$ cat config.mk
export PLATFORM = sky130hd
export DESIGN_NAME = el2_pmp_csr_regs
export DESIGN_NICKNAME = d
export VERILOG_FILES = /design/src/rtl/el2_pmp_csr_regs.sv
export SDC_FILE = /design/constraint.sdc
export NUM_CORES = 1
export LEC_CHECK = 0
export CAP_MARGIN = 15
export CORE_AREA = 2 2 280 282
export CTS_CLUSTER_SIZE = 8
export DETAILED_ROUTE_END_ITERATION = 12
export DIE_AREA = 0 0 282 284
export PLACE_DENSITY = 0.65
export SKIP_LAST_GASP = 1
export SLEW_MARGIN = 10
export SYNTH_ARGS = -nofsm -noshare
export SYNTH_HDL_FRONTEND = slang
export SYNTH_SLANG_ARGS = --single-unit
$ cat constraint.sdc
create_clock -name clk -period 2.9 [get_ports clk]
set_input_delay 0.58 -clock clk [delete_from_list [all_inputs] [get_ports clk]]
set_output_delay 0.58 -clock clk [all_outputs]
set_load 0.01 [all_outputs]
$ cat src/rtl/el2_pmp_csr_regs.sv
// Machine-mode CSR front end for the PMP pmpcfg/pmpaddr registers.
// Applies WARL and lock rules, then registers one response behind valid/ready.
module el2_pmp_csr_regs #(
  parameter int PMP_ENTRIES = 16
) (
  input  logic        clk,
  input  logic        rst_l,
  input  logic        csr_req_valid,
  output logic        csr_req_ready,
  input  logic        csr_req_write,
  input  logic [11:0] csr_req_addr,
  input  logic [31:0] csr_req_wdata,
  output logic        csr_resp_valid,
  input  logic        csr_resp_ready,
  output logic [31:0] csr_resp_rdata,
  output logic        csr_resp_err,
  output logic [7:0]  pmp_pmpcfg  [PMP_ENTRIES],
  output logic [31:0] pmp_pmpaddr [PMP_ENTRIES]
);

  typedef enum logic {IDLE, RESP} state_t;

  state_t      state_reg, state_next;
  logic        accept;
  logic [11:0] addr_off;
  logic [5:0]  paddr_idx;
  logic        is_cfg, is_paddr, req_err;
  logic [31:0] rd_data;
  logic [31:0] rdata_reg;
  logic        err_reg;

  assign csr_req_ready  = (state_reg == IDLE) || csr_resp_ready;
  assign accept         = csr_req_valid && csr_req_ready;
  assign csr_resp_valid = (state_reg == RESP);
  assign csr_resp_rdata = rdata_reg;
  assign csr_resp_err   = err_reg;

  // Offset wraps for addresses below 0x3B0, so one test covers 0x3B0..0x3EF.
  assign addr_off  = csr_req_addr - 12'h3B0;
  assign paddr_idx = addr_off[5:0];
  assign is_paddr  = (addr_off[11:6] == 6'd0);
  assign is_cfg    = (csr_req_addr[11:4] == 8'h3A);
  assign req_err   = !(is_cfg || is_paddr);

  always_comb begin
    rd_data = '0;
    for (int i = 0; i < PMP_ENTRIES; i++) begin
      if (is_cfg && (csr_req_addr[3:0] == 4'(i / 4)))
        rd_data[(i % 4) * 8 +: 8] = pmp_pmpcfg[i];
      if (is_paddr && (paddr_idx == 6'(i)))
        rd_data = pmp_pmpaddr[i];
    end
  end

  for (genvar gi = 0; gi < PMP_ENTRIES; gi++) begin : g_entry
    localparam int B = (gi % 4) * 8;
    logic [7:0]  cfg_reg;
    logic [31:0] addr_reg;
    logic [7:0]  cfg_new;
    logic        next_tor_lock;
    logic        cfg_we, addr_we;

    if (gi + 1 < PMP_ENTRIES) begin : g_tor
      assign next_tor_lock = pmp_pmpcfg[gi+1][7] && (pmp_pmpcfg[gi+1][4:3] == 2'b01);
    end else begin : g_last
      assign next_tor_lock = 1'b0;
    end

    // Reserved bits drop to zero; W without R is not a legal combination.
    assign cfg_new = {csr_req_wdata[B+7], 2'b00, csr_req_wdata[B+4 -: 2], csr_req_wdata[B+2],
                      csr_req_wdata[B+1] & csr_req_wdata[B], csr_req_wdata[B]};

    assign cfg_we  = accept && csr_req_write && is_cfg &&
                     (csr_req_addr[3:0] == 4'(gi / 4)) && !cfg_reg[7];
    assign addr_we = accept && csr_req_write && is_paddr &&
                     (paddr_idx == 6'(gi)) && !cfg_reg[7] && !next_tor_lock;

    always_ff @(posedge clk or negedge rst_l) begin
      if (!rst_l) begin
        cfg_reg  <= '0;
        addr_reg <= '0;
      end else begin
        if (cfg_we)
          cfg_reg <= cfg_new;
        if (addr_we)
          addr_reg <= csr_req_wdata;
      end
    end

    assign pmp_pmpcfg[gi]  = cfg_reg;
    assign pmp_pmpaddr[gi] = addr_reg;
  end

  always_comb begin
    state_next = state_reg;
    case (state_reg)
      IDLE:    if (accept) state_next = RESP;
      RESP:    if (csr_resp_ready && !accept) state_next = IDLE;
      default: state_next = IDLE;
    endcase
  end

  always_ff @(posedge clk or negedge rst_l) begin
    if (!rst_l) begin
      state_reg <= IDLE;
      rdata_reg <= '0;
      err_reg   <= 1'b0;
    end else begin
      state_reg <= state_next;
      if (accept) begin
        rdata_reg <= csr_req_write ? 32'd0 : rd_data;
        err_reg   <= req_err;
      end
    end
  end

endmodule

Word-level counts from Yosys, hierarchy flattened --
Index checks and enable logic that the tools add are counted.
Cells by class: equal/unequal tests 34, bitwise logic cells 5, muxes and demuxes 36, reductions and logical operators 145, add/subtract/negate cells 1
Operators by type and width (count):
- 32-bit two-way mux | 17
- 8-bit two-way mux | 16
- 1-bit logical AND | 107
- 6-bit by 4-bit == test with 1-bit output, second input constant | 8
- 1-bit logical NOT | 33
- 2-bit by 1-bit == test with 1-bit output, second input constant | 15
- 6-bit by 3-bit == test with 1-bit output, second input constant | 4
- 6-bit by 2-bit == test with 1-bit output, second input constant | 2
- 6-bit logical NOT | 2
- 12-bit by 10-bit subtractor with 12-bit output, second input constant | 1
- 4-bit by 2-bit == test with 1-bit output, second input constant | 2
- 8-bit by 6-bit == test with 1-bit output, second input constant | 1
- 6-bit by 1-bit == test with 1-bit output, second input constant | 1
- 1-bit bitwise AND | 4
- 4-bit by 1-bit == test with 1-bit output, second input constant | 1
- 4-bit logical NOT | 1
- 1-bit logical OR | 2
- 1-bit two-way mux | 2
- 1-bit one-hot mux with 2 select lines | 1
- 1-bit inverter | 1
Word-level totals: logic and storage cells 256, flip-flop bits (word level) 642, output and inout bits 675

Longest topological paths before layout --
depth in word-level cells 35, mapped depth 11, depth with buffers taken out 7

Worst setup path before layout --
No wires, ideal clock.
path kind input-to-reg, from input csr_req_addr[6], to register g_entry[1].addr_reg[13], required time 2775 ps, setup slack 275 ps, stages 8, data arrival time 2500 ps, cell sequence buf_4 > nand3b_1 > a211oi_2 > and3_2 > nand2_2 > nor4_4 > buf_4 > mux2_2
Between the ends: longest elaborated chain between the ends 6
Ends and longest elaborated chain:
- start: declaration | line 11 | input logic [11:0] csr_req_addr,
- 12-bit by 10-bit subtractor with 12-bit output | line 39 | assign addr_off = csr_req_addr - 12'h3B0;
- 6-bit logical NOT | line 41 | assign is_paddr = (addr_off[11:6] == 6'd0);
- 1-bit logical AND (2 in a row) | line 75 | assign addr_we = accept && csr_req_write && is_paddr &&
- 1-bit logical AND (2 in a row) | line 76 | (paddr_idx == 6'(gi)) && !cfg_reg[7] && !next_tor_lock;
- end signal: assignment | line 86 | addr_reg <= csr_req_wdata;
- end: declaration | line 58 | logic [31:0] addr_reg;
No other way between the ends. A chain may end at the register's enable or synchronous reset.

Final worst setup path --
from input csr_req_addr[6], to register g_entry[7].addr_reg[12]
Between the ends: longest elaborated chain between the ends 6
Ends and longest elaborated chain (line):
- 12-bit by 10-bit subtractor with 12-bit output | 39
- 6-bit logical NOT | 41
- 1-bit logical AND (2 in a row) | 75
- 1-bit logical AND (2 in a row) | 76
- end signal: assignment | 86
- end: declaration | 58
No other way between the ends.

==> results.json <==
{
  "status": "finished with violations",
  "violations": "negative setup slack",
  "worstRegToRegCells": 10,
  "ir_drop_v": 0.000391,
  "path_max_fanout": 10,
  "core_um2": 77000,
  "critPathMaxStageDelay_ns": 0.48,
  "synthCells": 2415,
  "fillCellCount": 6380,
  "cts.sinks": 642,
  "synth_top_area_cell": "dfrtp_1",
  "r2r-end": "g_entry[7].addr_reg[12]",
  "rsz0062_at_grt": "yes",
  "r2r_setup_slack_ns": 0.39,
  "seq_area_um2": 16100,
  "wl_mm": 165,
  "syn_avg_cell_area_um2": 12.5,
  "cts_buffers": 90,
  "drive_gt1_frac": 0.364,
  "ys.warnings.count": 0,
  "fin_crit_ns": 2.96,
  "fmax_mhz": 338,
  "antenna_violating_nets_post_route": 0,
  "syn_to_final_growth_pct": 48.5,
  "p_leak_nw": 20.8,
  "end_kind": "flip-flop",
  "hpwl_mm": 126,
  "synth_seq_area_share": 0.534,
  "firstDrtPassIters": 7,
  "final-hold-violation-count": 0,
  "setup_ws_ns": -0.0619,
  "synth_top_area_share": 0.534,
  "synth_area_leaders": "dfrtp_1 53%, mux2_2 22%, buf_4 1.5%",
  "route.detailed.wl_per_inst_um": 36.2,
  "overflow": 0,
  "finish.utilization": 0.581,
  "synth_edf_count": 0,
  "layout_commonest_cell": "clkdlybuf4s50_1",
  "cellPowerDensity_nw_per_um2": 436,
  "multi_input_area_um2": 13300,
  "setup-violations-final": 56,
  "start_util": 0.391,
  "port_buffers": 691,
  "largest_reg_flops": 512,
  "path_delay_family": "buffers and inverters",
  "dpl_cell_area_um2": 41600,
  "cts_tree": "done",
  "clk_pin_slew_ns": 0.05,
  "groute.usage.overall": 0.398,
  "crit_top_cell": "buf_6",
  "p_sw_frac": 0.239,
  "final_cell_area_um2": 44700,
  "num_io_pins": 724,
  "pwr-share-clk": 0.485,
  "cp_num_buf_inv": 6,
  "finalMaxSlewViolations": 0,
  "ys_types": 86,
  "grt_pass1_wl_mm": 225,
  "cts_root_buffer": "clkbuf_16",
  "power_frac_comb": 0.052,
  "switchingPower_w": 0.00465,
  "hold_slack_ns": 0.499,
  "start_kind": "primary input",
  "p_int_w": 0.0148,
  "skew_ns": 0.0238,
  "hp-class": "in -> async",
  "tns_ns": -1.39,
  "async_flop_share": 1.00,
  "grt_max_degree": 82,
  "drt_iter0_drc": 3175,
  "final_cell_mix": "685 x clkdlybuf4s50_1, 642 x dfrtp_1, 578 x mux2_2, 421 x buf_4, 113 x nor2_1",
  "maxCapViolCount": 0,
  "tightestPinTransition_ns": 0.959,
  "cp.arrival_ns": 3.47,
  "ys_ff_latch": 642,
  "period_share": 1.02,
  "antenna_found_initial": 6,
  "required_ns": 3.41,
  "synthesis.area_um2": 30100,
  "cts_buffer_depth": 3,
  "p_seq_frac": 0.464,
  "die-width_um": 282,
  "die-area_um2": 80100,
  "drt_drc_violations_left": 0,
  "final_nets": 3562,
  "rr_startpoint": "csr_resp_valid",
  "htreeDepth": 3,
  "vias": 28600,
  "crit_type": "in -> reg",
  "slowest_stage": "clkdlybuf4s50_1",
  "first_global_vias": 28300,
  "relSlewSlack": 0.358,
  "gp_congestion": 1.03,
  "synth_ff_type": "dfrtp_1",
  "row_count": 102,
  "critical_path.cell_chain": "clkdlybuf4s50_1 > buf_6 > buf_6 > a21bo_2 > a211oi_4 > and3_4 > buf_4 > nand2_2 > nor4_4 > buf_4 > buf_6 > mux2_2",
  "clkLatencyLatePin_ns": 0.64,
  "routed_via_density": 6.26,
  "die_h_um": 284
}
==> kinds of logic after synthesis <==
| logic type | after synthesis | share of synthesized area |
|---|---|---|
| buf+inv | 236 | 0.0396 |
| flops | 642 | 0.534 |
| simple gates | 428 | 0.0822 |
| mux | 595 | 0.222 |
| other cells | 1 | 0.000125 |
| compound gates | 513 | 0.122 |
==> layer usage <==
layer,GRT usage,wire (um)
met1,0.505,62200
met2,0.644,77200
met3,0.0792,15400
met4,0.207,10200
met5,0,14
==> cells in the mapped netlist, types with 5 or more instances <==
| cell type | count |
|---|---|
| o2111ai_1 | 7 |
| mux2_1 | 14 |
| o21ai_0 | 77 |
| nor2_1 | 118 |
| a221oi_1 | 32 |
| dfrtp_1 | 642 |
| nand2_1 | 99 |
| o31ai_1 | 10 |
| mux2_2 | 578 |
| a31oi_1 | 14 |
| nand3_1 | 35 |
| and2_1 | 6 |
| o31a_1 | 5 |
| o221ai_1 | 25 |
| nand4_1 | 18 |
| a21oi_1 | 71 |
| clkbuf_1 | 106 |
| a211oi_1 | 21 |
| nor3_1 | 32 |
| o211ai_1 | 31 |
| nor2_2 | 5 |
| buf_4 | 60 |
| and3_1 | 10 |
| inv_1 | 5 |
| nor4_4 | 19 |
| o21a_1 | 8 |
| a222oi_1 | 28 |
| a22o_1 | 14 |
| or4_1 | 5 |
| nand2b_1 | 6 |
| nor3_2 | 5 |
| buf_2 | 60 |
| a22oi_1 | 59 |
| and3b_1 | 9 |
| a21o_1 | 18 |
| nor4_1 | 14 |
| nor2b_1 | 5 |
| a221o_1 | 6 |
| o22ai_1 | 39 |
==> power by group through the flow <==
stage                     Sequential [W]  Combinational [W]  Clock [W]
after global routing             0.00902            0.00107    0.00986
after CTS                        0.00903           0.000982    0.00950
after detailed placement         0.00918           0.000975          0
after floorplan                  0.00917           0.000298          0
after global placement           0.00918           0.000965          0
final                            0.00903            0.00101    0.00944
==> worst reg2reg max path: cells and delay by family, from the launching register on <==
kind	cells	cell delay [ns]
AND/OR/NAND/NOR	5	0.89
multiplexers	1	0.38
buffers and inverters	4	0.73
flip-flops	1	0.39
==> layout make-up <==
class / count / share of cell area
sequential: 642 / 0.359
tap: 1040 / 0.0291
clock buffer: 94 / 0.0512
clock inverter: 6 / 0.00173
timing repair buffer: 1206 / 0.262
multi-input combinational: 1568 / 0.296
antenna: 1 / 0.0000560
inverter: 5 / 0.000420
==> what timing repair did <==
item                                    in CTS  in global routing
cloned                                       0                  9
buffers inserted                             9                 23
resized for setup                           14                 70
pin swaps                                    3                 23
endpoints found under the setup margin     120                510
endpoints found under the hold margin       37                  0
hold buffers                                 1                  0
==> worst max-delay path by stage <==
stage,slack (ns),cells after the start,endpoint,startpoint
4_1_cts,-0.02,11,g_entry[2].addr_reg[28],csr_req_addr[7]
3_5_place_dp,-0.92,12,csr_resp_rdata[6],csr_req_addr[4]
5_1_grt,-0.08,12,g_entry[7].addr_reg[13],csr_req_addr[6]
3_3_place_gp,-0.89,12,csr_resp_rdata[6],csr_req_addr[4]
2_1_floorplan,0.27,8,g_entry[1].addr_reg[13],csr_req_addr[6]
6_report,-0.06,12,g_entry[7].addr_reg[12],csr_req_addr[6]
==> through the flow <==
step	power (W)	std cells	setup slack (ns)
floorplan	0.00947	2446	0.275
global placement	0.0101	4419	-0.889
detailed placement	0.0102	4419	-0.918
CTS	0.0195	4529	-0.0191
global route	0.0200	4561	-0.0850
finish	0.0195	4562	-0.0619
No activity file was read; power rests on OpenSTA's default activity.
